File: src/rtl/audio_pkg.sv
// Shared audio definitions: default widths, SRAM track bank layout and the
// state encoding of the track mixer engine.
package audio_pkg;

   localparam int AUDIO_DATA_W  = 16;
   localparam int AUDIO_ADDR_W  = 18;
   localparam int BANK_A_BASE_C = 0;
   localparam int BANK_B_BASE_C = 128000;
   localparam int TRACK_LEN_C   = 128000;

   typedef enum logic [2:0] {
      ST_IDLE     = 3'd0,
      ST_RD_A     = 3'd1,
      ST_RD_B     = 3'd2,
      ST_WR_SETUP = 3'd3,
      ST_WR_PULSE = 3'd4,
      ST_WR_HOLD  = 3'd5,
      ST_NEXT     = 3'd6,
      ST_FINISH   = 3'd7
   } mix_state_e;

endpackage

File: src/rtl/sample_mix_alu.sv
// Combinational two-sample mixer. Default build averages (sign-extend, add,
// arithmetic shift right); SRAM_TRACK_MIXER_SAT_EN selects a saturating sum.
module sample_mix_alu #(
   parameter int DATA_W = 16
)(
   input  logic [DATA_W-1:0] sample_a,
   input  logic [DATA_W-1:0] sample_b,
   output logic [DATA_W-1:0] mix
);

   logic [DATA_W:0] sum_s;

   // Sign-extended sum and its reduction to DATA_W bits
   always_comb begin
      sum_s = {sample_a[DATA_W-1], sample_a} + {sample_b[DATA_W-1], sample_b};
`ifdef SRAM_TRACK_MIXER_SAT_EN
      // Overflow when the extra sign bit disagrees with the top result bit
      if (sum_s[DATA_W] != sum_s[DATA_W-1]) begin
         if (sum_s[DATA_W]) begin
            mix = {1'b1, {(DATA_W-1){1'b0}}};
         end else begin
            mix = {1'b0, {(DATA_W-1){1'b1}}};
         end
      end else begin
         mix = sum_s[DATA_W-1:0];
      end
`else
      mix = sum_s[DATA_W:1];
`endif
   end

endmodule

File: src/rtl/sram_track_mixer.sv
// Mixes SRAM track banks A and B sample by sample into the destination bank.
// Optional build macro: SRAM_TRACK_MIXER_SAT_EN (saturating sum instead of average).
module sram_track_mixer
   import audio_pkg::*;
#(
   parameter int ADDR_W      = AUDIO_ADDR_W,
   parameter int DATA_W      = AUDIO_DATA_W,
   parameter int BANK_A_BASE = BANK_A_BASE_C,
   parameter int BANK_B_BASE = BANK_B_BASE_C,
   parameter int DEST_BASE   = BANK_A_BASE_C,
   parameter int LENGTH      = TRACK_LEN_C,
   parameter int WAIT_CYC    = 1
)(
   input  logic              iCLK,
   input  logic              iRST_N,
   input  logic              iStart,
   input  logic              iAbort,
   output logic              oBusy,
   output logic              oDone,
   output logic [ADDR_W-1:0] oCount,
   output logic [ADDR_W-1:0] oSRAM_ADDR,
   input  logic [DATA_W-1:0] iSRAM_DQ,
   output logic [DATA_W-1:0] oSRAM_DQ,
   output logic              oSRAM_DQ_OE,
   output logic              oSRAM_WE_N
);

   localparam logic [ADDR_W-1:0] A_BASE_C = ADDR_W'(BANK_A_BASE);
   localparam logic [ADDR_W-1:0] B_BASE_C = ADDR_W'(BANK_B_BASE);
   localparam logic [ADDR_W-1:0] D_BASE_C = ADDR_W'(DEST_BASE);
   localparam logic [ADDR_W-1:0] LEN_C    = ADDR_W'(LENGTH);
   localparam logic [2:0]        WAIT_C   = 3'(WAIT_CYC);

   mix_state_e        state_r, state_nx;
   logic [ADDR_W-1:0] index_r, index_nx;
   logic [2:0]        wait_r, wait_nx;
   logic [DATA_W-1:0] samp_a_r, samp_a_nx;
   logic              abort_r, abort_nx;
   logic              busy_r, busy_nx;
   logic              done_r, done_nx;
   logic [ADDR_W-1:0] count_r, count_nx;
   logic [ADDR_W-1:0] addr_r, addr_nx;
   logic [DATA_W-1:0] dq_r, dq_nx;
   logic              oe_r, oe_nx;
   logic              we_n_r, we_n_nx;
   logic [DATA_W-1:0] mix_s;
   logic              wait_last_s;
   logic [ADDR_W-1:0] index_inc_s;

   // Sample B is mixed straight off the bus on its last read cycle so the
   // registered write data is already valid in WR_SETUP.
   sample_mix_alu #(
      .DATA_W (DATA_W)
   ) u_alu (
      .sample_a (samp_a_r),
      .sample_b (iSRAM_DQ),
      .mix      (mix_s)
   );

   // Next-state and next-output decode; every output is registered below
   always_comb begin
      state_nx    = state_r;
      index_nx    = index_r;
      wait_nx     = wait_r;
      samp_a_nx   = samp_a_r;
      busy_nx     = busy_r;
      done_nx     = 1'b0;
      count_nx    = count_r;
      addr_nx     = addr_r;
      dq_nx       = dq_r;
      oe_nx       = oe_r;
      we_n_nx     = 1'b1;
      wait_last_s = (wait_r == WAIT_C);
      index_inc_s = index_r + ADDR_W'(1);

      if (busy_r && iAbort) begin
         abort_nx = 1'b1;
      end else begin
         abort_nx = abort_r;
      end

      case (state_r)
         ST_IDLE: begin
            if (iStart) begin
               state_nx = ST_RD_A;
               index_nx = {ADDR_W{1'b0}};
               count_nx = {ADDR_W{1'b0}};
               wait_nx  = 3'd0;
               busy_nx  = 1'b1;
               abort_nx = 1'b0;
               oe_nx    = 1'b0;
               addr_nx  = A_BASE_C;
            end else begin
               state_nx = ST_IDLE;
            end
         end
         ST_RD_A: begin
            if (wait_last_s) begin
               samp_a_nx = iSRAM_DQ;
               state_nx  = ST_RD_B;
               wait_nx   = 3'd0;
               addr_nx   = B_BASE_C + index_r;
            end else begin
               wait_nx = wait_r + 3'd1;
            end
         end
         ST_RD_B: begin
            if (wait_last_s) begin
               state_nx = ST_WR_SETUP;
               wait_nx  = 3'd0;
               addr_nx  = D_BASE_C + index_r;
               dq_nx    = mix_s;
               oe_nx    = 1'b1;
            end else begin
               wait_nx = wait_r + 3'd1;
            end
         end
         ST_WR_SETUP: begin
            state_nx = ST_WR_PULSE;
            wait_nx  = 3'd0;
            we_n_nx  = 1'b0;
         end
         ST_WR_PULSE: begin
            if (wait_last_s) begin
               state_nx = ST_WR_HOLD;
               we_n_nx  = 1'b1;
            end else begin
               wait_nx = wait_r + 3'd1;
               we_n_nx = 1'b0;
            end
         end
         ST_WR_HOLD: begin
            state_nx = ST_NEXT;
            oe_nx    = 1'b0;
            count_nx = index_inc_s;
         end
         ST_NEXT: begin
            if ((index_inc_s == LEN_C) || abort_r || iAbort) begin
               state_nx = ST_FINISH;
               busy_nx  = 1'b0;
               done_nx  = 1'b1;
            end else begin
               state_nx = ST_RD_A;
               index_nx = index_inc_s;
               wait_nx  = 3'd0;
               addr_nx  = A_BASE_C + index_inc_s;
            end
         end
         ST_FINISH: begin
            state_nx = ST_IDLE;
            abort_nx = 1'b0;
         end
         default: begin
            state_nx = ST_IDLE;
            busy_nx  = 1'b0;
            oe_nx    = 1'b0;
            abort_nx = 1'b0;
         end
      endcase
   end

   // State, datapath and registered SRAM strobes
   always_ff @(posedge iCLK or negedge iRST_N) begin
      if (!iRST_N) begin
         state_r  <= ST_IDLE;
         index_r  <= {ADDR_W{1'b0}};
         wait_r   <= 3'd0;
         samp_a_r <= {DATA_W{1'b0}};
         abort_r  <= 1'b0;
         busy_r   <= 1'b0;
         done_r   <= 1'b0;
         count_r  <= {ADDR_W{1'b0}};
         addr_r   <= {ADDR_W{1'b0}};
         dq_r     <= {DATA_W{1'b0}};
         oe_r     <= 1'b0;
         we_n_r   <= 1'b1;
      end else begin
         state_r  <= state_nx;
         index_r  <= index_nx;
         wait_r   <= wait_nx;
         samp_a_r <= samp_a_nx;
         abort_r  <= abort_nx;
         busy_r   <= busy_nx;
         done_r   <= done_nx;
         count_r  <= count_nx;
         addr_r   <= addr_nx;
         dq_r     <= dq_nx;
         oe_r     <= oe_nx;
         we_n_r   <= we_n_nx;
      end
   end

   assign oBusy       = busy_r;
   assign oDone       = done_r;
   assign oCount      = count_r;
   assign oSRAM_ADDR  = addr_r;
   assign oSRAM_DQ    = dq_r;
   assign oSRAM_DQ_OE = oe_r;
   assign oSRAM_WE_N  = we_n_r;

endmodule

File: config.mk
export PLATFORM = sky130hd
export DESIGN_NAME = sram_track_mixer
export DESIGN_NICKNAME = d
export VERILOG_FILES = /design/src/rtl/audio_pkg.sv /design/src/rtl/sample_mix_alu.sv /design/src/rtl/sram_track_mixer.sv
export SDC_FILE = /design/constraint.sdc
export NUM_CORES = 1
export LEC_CHECK = 0
export BUFFER_PORTS_ARGS = -buffer_cell sky130_fd_sc_hd__buf_2
export CORE_MARGIN = 5
export CORE_UTILIZATION = 35
export CTS_CLUSTER_DIAMETER = 40
export DETAILED_ROUTE_END_ITERATION = 7
export GPL_TIMING_DRIVEN = 0
export PLACE_DENSITY = 0.61
export RECOVER_POWER = 50
export SYNTH_ARGS = -nofsm -noshare
export SYNTH_HDL_FRONTEND = slang
export SYNTH_SLANG_ARGS = --single-unit
File: constraint.sdc
create_clock -name iCLK -period 8.8 [get_ports iCLK]
set_input_delay 0.88 -clock iCLK [delete_from_list [all_inputs] [get_ports iCLK]]
set_output_delay 0.88 -clock iCLK [all_outputs]
set_load 0.02 [all_outputs]
==> results of run 1 <==
## power breakdown
part | internal (mW) | total (mW) | switching, mW
Clock | 0.285 | 0.459 | 0.174
Sequential | 0.576 | 0.656 | 0.0793
Combinational | 0.373 | 0.972 | 0.599
## registers in the layout, indices dropped and copies added, names as in the netlist
| name | flops |
|---|---|
| oSRAM_ADDR | 18 |
| oBusy | 1 |
| oCount | 18 |
| oSRAM_DQ | 16 |
| oSRAM_DQ_OE | 1 |
| wait_r | 3 |
| index_r | 18 |
| samp_a_r | 16 |
| abort_r | 1 |
| oDone | 1 |
| state_r | 3 |
| oSRAM_WE_N | 1 |
## per-layer routing
metal	vias up	part of all wire, %	global-route usage, %
met5	-	0.16	0
met2	152	47	26.77
li1	2457	-	-
met3	27	6.5	4.666
met1	2444	45	22.40
met4	4	1.6	4.789
## cell usage after synthesis, drive strengths merged, types with 3 or more instances
cell type	n	area share, %
inv	11	0.71
xor2	13	1.9
o21a	4	0.51
a21oi	35	3.1
and3	3	0.32
a21boi	3	0.39
a2bb2oi	3	0.45
nand3	23	2.1
nand2b	8	0.86
nor2b	5	0.54
dfrtp	96	41
xnor2	12	1.8
o21ai	47	4.2
a22o	3	0.45
nor3b	7	0.90
or2	3	0.32
a21o	7	0.90
ha	20	4.3
a31oi	4	0.43
nor4b	3	0.45
nand4	7	1.1
a211oi	9	1.2
o22a	3	0.45
mux2	30	6.2
nor4	6	0.90
a22oi	6	0.77
nand2	73	4.7
mux2i	4	0.68
nor2	41	2.6
and4	3	0.45
o31ai	8	1.0
buf	17	1.8
a221o	11	1.9
and2	6	0.64
o22ai	7	0.75
nor3	26	2.2
or3	7	0.75
clkbuf	27	1.7
## through the flow
step                      setup slack [ns]  std cells  utilization [%]  area [sq um]  hold slack (ns)
after global routing                 2.665        937            41.38          6814           0.5011
final                                3.845        937            41.38          6814           0.4741
after detailed placement             5.078        921            39.67          6531           0.4656
after CTS                            5.055        937            41.76          6877           0.4811
after floorplan                      5.930        625                -          5846           0.4753
after global placement               5.081        920            39.45          6496           0.4563
## cell type report
| class | instances | area, sq um |
|---|---|---|
| buffer | 44 | 209.0 |
| clock buffer | 11 | 242.7 |
| clock inverter | 5 | 102.6 |
| fill | 1721 | 9652 |
| inverter | 11 | 41.29 |
| multi-input combinational | 473 | 3172 |
| sequential | 97 | 2429 |
| tap | 220 | 275.3 |
| timing repair buffer | 76 | 342.8 |
## worst paths after layout
check	start	endpoint	slack, ns	cells after the start
max in group iCLK	index_r[0]$_DFFE_PN0P_	index_r[8]$_DFFE_PN0P_	4.96	11
worst min-delay path	oCount[9]$_DFFE_PN0P_	oCount[9]$_DFFE_PN0P_	0.47	2
worst max-delay path	iRST_N	oSRAM_DQ[12]$_DFFE_PN0P_	3.84	2
worst min register to register	oCount[9]$_DFFE_PN0P_	oCount[9]$_DFFE_PN0P_	0.47	2
worst max register to register	index_r[0]$_DFFE_PN0P_	index_r[8]$_DFFE_PN0P_	4.96	11
min in group asynchronous	iRST_N	oCount[14]$_DFFE_PN0P_	1.06	1
## logic make-up (layout without fill, tap and decap cells)
group                      count (synthesis)  after routing  share of synthesized area (%)
and+or+nand+nor                          227            227                          19.71
DFF                                       97             97                          41.55
muxes                                     34             34                          6.849
buffers and inverters                     55            147                          4.281
xor gates and xnor gates                  25             25                          3.746
AOI/OAI and AO/OA                        166            166                          19.24
adders and majority gates                 21             21                          4.623
==> impl_results.html, run 1 <==
<table>
<tr><th>Metric</th><th>Value</th></tr>
<tr><th colspan="2">Run status</th></tr>
<tr><td>Result of the run</td><td>finished with violations</td></tr>
<tr><td>Violations in the final reports</td><td>capacitance limit, slew limit</td></tr>
<tr><th colspan="2">CTS</th></tr>
<tr><td>CTS buffer count</td><td>9</td></tr>
<tr><td># H-tree levels</td><td>3</td></tr>
<tr><td>Sinks on Clock Net</td><td>97</td></tr>
<tr><td>Clock tree buffer depth</td><td>2</td></tr>
<tr><td>Post-CTS setup buffer count</td><td>0</td></tr>
<tr><td>Worst-skew pair later-pin latency</td><td>0.36 ns</td></tr>
<tr><td>CTS Root Cell</td><td>clkbuf_16</td></tr>
<tr><td>Clk pin slew, worst setup/hold paths</td><td>~0.06 ns</td></tr>
<tr><td>TritonCTS clock tree</td><td>done</td></tr>
<tr><td>Count of hold buffers inserted by post-cts repair</td><td>0</td></tr>
<tr><td>Post-cts resize count</td><td>0</td></tr>
<tr><th colspan="2">Die</th></tr>
<tr><td>Die W</td><td>139.2 microns</td></tr>
<tr><td>Core footprint</td><td>16,470 sq um</td></tr>
<tr><td>Count of boundary I/O pins</td><td>76</td></tr>
<tr><td>Num rows</td><td>47</td></tr>
<tr><td>Die Footprint</td><td>19,390 sq um</td></tr>
<tr><td>Initial Util</td><td>35.50%</td></tr>
<tr><td>Height of the die</td><td>139.2 microns</td></tr>
<tr><th colspan="2">Yosys</th></tr>
<tr><td>Cell area after synthesis</td><td>5846 sq um</td></tr>
<tr><td>Sequential-to-total area share from yosys stat</td><td>between 40% and 50%</td></tr>
<tr><td>Post-Synthesis Cells</td><td>625</td></tr>
<tr><td>Share of synthesized flip-flops with an asynchronous set or reset</td><td>100.0%</td></tr>
<tr><td>Number of synthesized register bits</td><td>97</td></tr>
<tr><td>Warnings from Yosys</td><td>0</td></tr>
<tr><td>Avg Inst Size Synth</td><td>9.353 sq um</td></tr>
<tr><td>Count of unique library cells instantiated by Yosys</td><td>71</td></tr>
<tr><td>Post-synth EDFFs</td><td>0</td></tr>
<tr><td>Predominant post-synthesis flop cell</td><td>dfrtp_1</td></tr>
<tr><td>Number of nets in the synthesized netlist</td><td>666</td></tr>
<tr><th colspan="2">Timing</th></tr>
<tr><td>Transition time of the tightest slew-check pin</td><td>~3.3 ns</td></tr>
<tr><td>Final hold violation count</td><td>0</td></tr>
<tr><td>Final min period</td><td>4.955 ns</td></tr>
<tr><td>Unrepaired setup endpoints after global routing</td><td>false</td></tr>
<tr><td>Fmax</td><td>about 200 MHz</td></tr>
<tr><td>Post-route clock skew</td><td>0.008143 ns</td></tr>
<tr><td>Post-route clock period utilization</td><td>56.31%</td></tr>
<tr><td>Headroom to the max-slew limit</td><td>-117.6%</td></tr>
<tr><td>Setup-failing EPs final</td><td>0</td></tr>
<tr><td>Number of pins exceeding their max-slew limit in the final report</td><td>100</td></tr>
<tr><td>Setup TNS</td><td>0 ns</td></tr>
<tr><th colspan="2">Global routing</th></tr>
<tr><td>Pin count of the biggest net entering global routing</td><td>62</td></tr>
<tr><td>Via count of the first global-routing pass</td><td>~4,900</td></tr>
<tr><td>Antenna violations before repair</td><td>2</td></tr>
<tr><td>GRT Total Usage</td><td>16.77%</td></tr>
<tr><td>Remaining global-route overflow</td><td>0</td></tr>
<tr><td>Global-route wire length before repair</td><td>around 26,000 microns</td></tr>
<tr><th colspan="2">Finish</th></tr>
<tr><td>Most used cells in the layout excluding fill and tap cells</td><td>dfrtp_1, nand2_1, clkbuf_1</td></tr>
<tr><td>Final net count</td><td>about 750</td></tr>
<tr><td>Most frequent standard cell in the layout excluding fill and tap cells</td><td>dfrtp_1</td></tr>
<tr><td>Ratio of cells with drive above 1 in the final layout</td><td>16.74%</td></tr>
<tr><td>Number of inserted diodes</td><td>0</td></tr>
<tr><td>Relative area change from synthesis to final layout</td><td>16.57%</td></tr>
<tr><th colspan="2">Routing</th></tr>
<tr><td>Total DRC errors in the routed layout</td><td>0</td></tr>
<tr><td>Aggregate routed wire length</td><td>16,070 microns</td></tr>
<tr><td>DR iter-0 viols</td><td>591</td></tr>
<tr><td>Routed len/inst</td><td>17.15 microns</td></tr>
<tr><td>Vias after detailed routing</td><td>5,084</td></tr>
<tr><td>Routed vias/inst</td><td>5.426</td></tr>
<tr><td>Detailed-routing iteration count for the pre-antenna-repair pass</td><td>5</td></tr>
<tr><td>Post-detailed-route count of antenna-violating nets</td><td>0</td></tr>
<tr><th colspan="2">Worst setup path</th></tr>
<tr><td>Chain of cells forming the critical path</td><td>clkbuf_1, clkbuf_1</td></tr>
<tr><td>Delay of the slowest cell on the worst path</td><td>roughly 2.4 ns</td></tr>
<tr><td>Category of the worst setup path capture point</td><td>async pin</td></tr>
<tr><td>Max FO, Critical Path</td><td>61</td></tr>
<tr><td>Worst endpoint required time</td><td>approximately 8.5 ns</td></tr>
<tr><td>Cell with the most instances on the worst path</td><td>clkbuf_1</td></tr>
<tr><td>Critical path start-end classification</td><td>in2async</td></tr>
<tr><td>Critical Path AT</td><td>4.69 ns</td></tr>
<tr><td>Slowest stage cell, crit path</td><td>clkbuf_1</td></tr>
<tr><td>Startpoint type of the worst setup path</td><td>primary input</td></tr>
<tr><td>Number of buffers and inverters on the critical path</td><td>2</td></tr>
<tr><td>Cell type group with the largest total delay on the critical path</td><td>buffers and inverters</td></tr>
<tr><th colspan="2">Power</th></tr>
<tr><td>Overall Power</td><td>2.087 mW</td></tr>
<tr><td>VDD IR-drop max</td><td>0.2113 mV</td></tr>
<tr><td>P per Cell Area</td><td>roughly 310 nW/um^2</td></tr>
<tr><td>Leakage power figure</td><td>between 2 and 3 nW</td></tr>
<tr><th colspan="2">Hold path</th></tr>
<tr><td>Class of the tightest hold or removal check</td><td>reg2reg</td></tr>
<tr><th colspan="2">Placement</th></tr>
<tr><td>Placer congestion estimate</td><td>0.8451</td></tr>
<tr><td>Total half-perimeter wirelength after legalization and detailed placement</td><td>11,800 microns</td></tr>
<tr><td>Buffers on Ports</td><td>75</td></tr>
<tr><th colspan="2">Flow run</th></tr>
<tr><td>Max cap viols</td><td>2</td></tr>
</table>
Note: power is estimated with default switching activity, not from simulation.
==> run 2: changes to the inputs <==
==> constraint.sdc (replaced) <==
create_clock -name iCLK -period 4.97 [get_ports iCLK]
set_input_delay 0.497 -clock iCLK [delete_from_list [all_inputs] [get_ports iCLK]]
set_output_delay 0.497 -clock iCLK [all_outputs]
set_load 0.02 [all_outputs]
==> impl_results.html, run 2 (synthesized netlist as in run 1, its figures left out) <==
<table>
<tr><th>Metric</th><th>Value</th></tr>
<tr><th colspan="2">Placement</th></tr>
<tr><td>Total half-perimeter wirelength after legalization and detailed placement</td><td>11,800 microns (unchanged)</td></tr>
<tr><td>Placed Cells incl. Taps</td><td>921 (unchanged)</td></tr>
<tr><td>Placer congestion estimate</td><td>0.8451 (unchanged)</td></tr>
<tr><td>Buffers on Ports</td><td>75 (unchanged)</td></tr>
<tr><th colspan="2">Power</th></tr>
<tr><td>Leakage power figure</td><td>2.971 nW (+0.10%)</td></tr>
<tr><td>P per Cell Area</td><td>541.9 nW/um^2 (+77%)</td></tr>
<tr><td>VDD IR-drop max</td><td>0.3739 mV (+77%)</td></tr>
<tr><th colspan="2">CTS</th></tr>
<tr><td>Sinks on Clock Net</td><td>97 (unchanged)</td></tr>
<tr><td>CTS buffer count</td><td>9 (unchanged)</td></tr>
<tr><td>Worst-skew pair later-pin latency</td><td>0.36 ns (about the same)</td></tr>
<tr><td>Count of hold buffers inserted by post-cts repair</td><td>0 (unchanged)</td></tr>
<tr><td># H-tree levels</td><td>3 (unchanged)</td></tr>
<tr><td>Post-CTS setup buffer count</td><td>0 (unchanged)</td></tr>
<tr><td>TritonCTS clock tree</td><td>done</td></tr>
<tr><td>Clock tree buffer depth</td><td>2 (unchanged)</td></tr>
<tr><td>Clk pin slew, worst setup/hold paths</td><td>0.07 ns (about the same)</td></tr>
<tr><td>CTS Root Cell</td><td>clkbuf_16</td></tr>
<tr><td>Post-cts resize count</td><td>0 (unchanged)</td></tr>
<tr><th colspan="2">Worst setup path</th></tr>
<tr><td>Startpoint type of the worst setup path</td><td>register</td></tr>
<tr><td>Cell with the most instances on the worst path</td><td>clkbuf_1</td></tr>
<tr><td>Number of buffers and inverters on the critical path</td><td>3 (+1)</td></tr>
<tr><td>R2r worst-path depth</td><td>11 (unchanged)</td></tr>
<tr><td>Setup slack, reg-to-reg</td><td>1.15 ns (-3.81 ns)</td></tr>
<tr><td>Delay of the slowest cell on the worst path</td><td>0.54 ns (-1.85 ns)</td></tr>
<tr><td>Slowest stage cell, crit path</td><td>dfrtp_1</td></tr>
<tr><td>Levels on crit path</td><td>11 (+9)</td></tr>
<tr><td>Cell type group with the largest total delay on the critical path</td><td>simple AND/OR/NAND/NOR gates</td></tr>
<tr><td>Critical path start-end classification</td><td>reg2reg</td></tr>
<tr><td>Max FO, Critical Path</td><td>10 (-84%)</td></tr>
<tr><td>Critical Path AT</td><td>4.12 ns (-0.57 ns)</td></tr>
<tr><td>Worst endpoint required time</td><td>5.26 ns (-3.27 ns)</td></tr>
<tr><td>Chain of cells forming the critical path</td><td>ha_1, clkbuf_1, and2_1, clkbuf_1, nand2_1, nor2_1, xor2_1, nand4_2, a21oi_2, buf_2, a221o_1</td></tr>
<tr><td>Category of the worst setup path capture point</td><td>register</td></tr>
<tr><th colspan="2">Routing</th></tr>
<tr><td>Vias after detailed routing</td><td>5,076 (-0.16%)</td></tr>
<tr><td>DR iter-0 viols</td><td>591 (unchanged)</td></tr>
<tr><td>Routed vias/inst</td><td>5.417 (-0.16%)</td></tr>
<tr><td>Total DRC errors in the routed layout</td><td>0 (unchanged)</td></tr>
<tr><td>Routed len/inst</td><td>17.07 microns (-0.47%)</td></tr>
<tr><td>Detailed-routing iteration count for the pre-antenna-repair pass</td><td>5 (unchanged)</td></tr>
<tr><td>Aggregate routed wire length</td><td>15,990 microns (-0.47%)</td></tr>
<tr><td>Post-detailed-route count of antenna-violating nets</td><td>0 (unchanged)</td></tr>
<tr><th colspan="2">Timing</th></tr>
<tr><td>Fmax</td><td>261.6 MHz</td></tr>
<tr><td>Setup TNS</td><td>0 ns (unchanged)</td></tr>
<tr><td>Post-route clock period utilization</td><td>between 70% and 80%</td></tr>
<tr><td>Setup-failing EPs final</td><td>0 (unchanged)</td></tr>
<tr><td>Unrepaired setup endpoints after global routing</td><td>false</td></tr>
<tr><td>Post-route clock skew</td><td>0.007986 ns (-0.0001565 ns)</td></tr>
<tr><td>Final hold violation count</td><td>0 (unchanged)</td></tr>
<tr><td>Number of pins exceeding their max-slew limit in the final report</td><td>100 (unchanged)</td></tr>
<tr><td>Transition time of the tightest slew-check pin</td><td>1.955 ns (-1.309 ns)</td></tr>
<tr><td>Final min period</td><td>3.823 ns</td></tr>
<tr><td>Headroom to the max-slew limit</td><td>-30.32% (+87 points)</td></tr>
<tr><th colspan="2">Finish</th></tr>
<tr><td>Relative area change from synthesis to final layout</td><td>16.59% (about the same)</td></tr>
<tr><td>Final net count</td><td>753 (unchanged)</td></tr>
<tr><td>Most frequent standard cell in the layout excluding fill and tap cells</td><td>dfrtp_1</td></tr>
<tr><td>Final non-filler cell total</td><td>937 (unchanged)</td></tr>
<tr><td>Most used cells in the layout excluding fill and tap cells</td><td>dfrtp_1, nand2_1, clkbuf_1</td></tr>
<tr><td>Number of inserted diodes</td><td>0 (unchanged)</td></tr>
<tr><td>Ratio of cells with drive above 1 in the final layout</td><td>16.88% (+0.14 points)</td></tr>
<tr><th colspan="2">Die</th></tr>
<tr><td>Count of boundary I/O pins</td><td>76 (unchanged)</td></tr>
<tr><td>Die W</td><td>139.2 microns (unchanged)</td></tr>
<tr><td>Initial Util</td><td>35.50% (unchanged)</td></tr>
<tr><td>Core footprint</td><td>16,470 sq um (unchanged)</td></tr>
<tr><td>Height of the die</td><td>139.2 microns (unchanged)</td></tr>
<tr><td>Num rows</td><td>47 (unchanged)</td></tr>
<tr><td>Die Footprint</td><td>19,390 sq um (unchanged)</td></tr>
<tr><th colspan="2">Global routing</th></tr>
<tr><td>Antenna violations before repair</td><td>2 (unchanged)</td></tr>
<tr><td>GRT Total Usage</td><td>16.77% (unchanged)</td></tr>
<tr><td>Global-route wire length before repair</td><td>26,360 microns (unchanged)</td></tr>
<tr><td>Remaining global-route overflow</td><td>0 (unchanged)</td></tr>
<tr><td>Pin count of the biggest net entering global routing</td><td>62 (unchanged)</td></tr>
<tr><td>Via count of the first global-routing pass</td><td>4,879 (unchanged)</td></tr>
<tr><th colspan="2">Flow run</th></tr>
<tr><td>Max cap viols</td><td>2 (unchanged)</td></tr>
<tr><th colspan="2">Run status</th></tr>
<tr><td>Violations in the final reports</td><td>capacitance limit, slew limit</td></tr>
<tr><td>Result of the run</td><td>finished with violations</td></tr>
<tr><th colspan="2">Hold path</th></tr>
<tr><td>Class of the tightest hold or removal check</td><td>in2reg</td></tr>
<tr><td>Cell depth of the worst hold path</td><td>2 (unchanged)</td></tr>
</table>
==> run 2: cell count changes in the layout (fill, tap and decap cells not counted) <==
cell / before / now
clkbuf_1: 58 / 57
clkbuf_2: 0 / 1
==> run 2: path summary, 6_finish.rpt <==
| kind | start | endpoint |
|---|---|---|
| max | index_r[0]$_DFFE_PN0P_ | index_r[8]$_DFFE_PN0P_ |
| min | iSRAM_DQ[8] | samp_a_r[8]$_DFFE_PN0P_ |
| max reg2reg | index_r[0]$_DFFE_PN0P_ | index_r[8]$_DFFE_PN0P_ |
| min reg2reg | oCount[9]$_DFFE_PN0P_ | oCount[9]$_DFFE_PN0P_ |
| max in group asynchronous | iRST_N | oSRAM_DQ[12]$_DFFE_PN0P_ |
| min in group asynchronous | iRST_N | oCount[14]$_DFFE_PN0P_ |
==> run 2: power by group <==
part	leakage, nW	total, mW	switching, mW	internal [mW]
clock	0.166	0.811	0.306	0.505
sequential	1.25	1.16	0.140	1.02
combinational	1.56	1.72	1.06	0.661
total	2.97	3.69	1.51	2.19
==> run 2: cell type report <==
| type | instances | area (sq um) |
|---|---|---|
| clock inverter | 5 | 102.6 |
| multi-input combinational | 473 | 3172 |
| timing repair buffer | 76 | 344.1 |
| sequential | 97 | 2429 |
| fill | 1721 | 9651 |
| tap | 220 | 275.3 |
| buffer | 44 | 209.0 |
| clock buffer | 11 | 242.7 |
| inverter | 11 | 41.29 |
==> run 2: metrics by stage <==
stage | instance area [sq um] | utilization (%) | worst slack, ns | total power [mW] | hold WS, ns
finish | 6815 | 41.39 | 1.147 | 3.693 | 0.3922
global route | 6815 | 41.39 | 0.8461 | 3.981 | 0.3873
CTS | 6877 | 41.76 | 1.225 | 3.747 | 0.1207
detailed placement | 6531 | 39.67 | 1.248 | 2.913 | 0.4656
global placement | 6496 | 39.45 | 1.251 | 2.897 | 0.4563
floorplan | 5846 | - | 2.100 | 2.403 | 0.2014
==> run 2: metal layers <==
| metal | vias up | global-route usage [%] | part of all wire (%) |
|---|---|---|---|
| met2 | 135 | 26.77 | 47 |
| met1 | 2455 | 22.40 | 45 |
| li1 | 2455 | - | - |
| met5 | - | 0 | 0.16 |
| met3 | 27 | 4.666 | 6.4 |
| met4 | 4 | 4.789 | 1.6 |
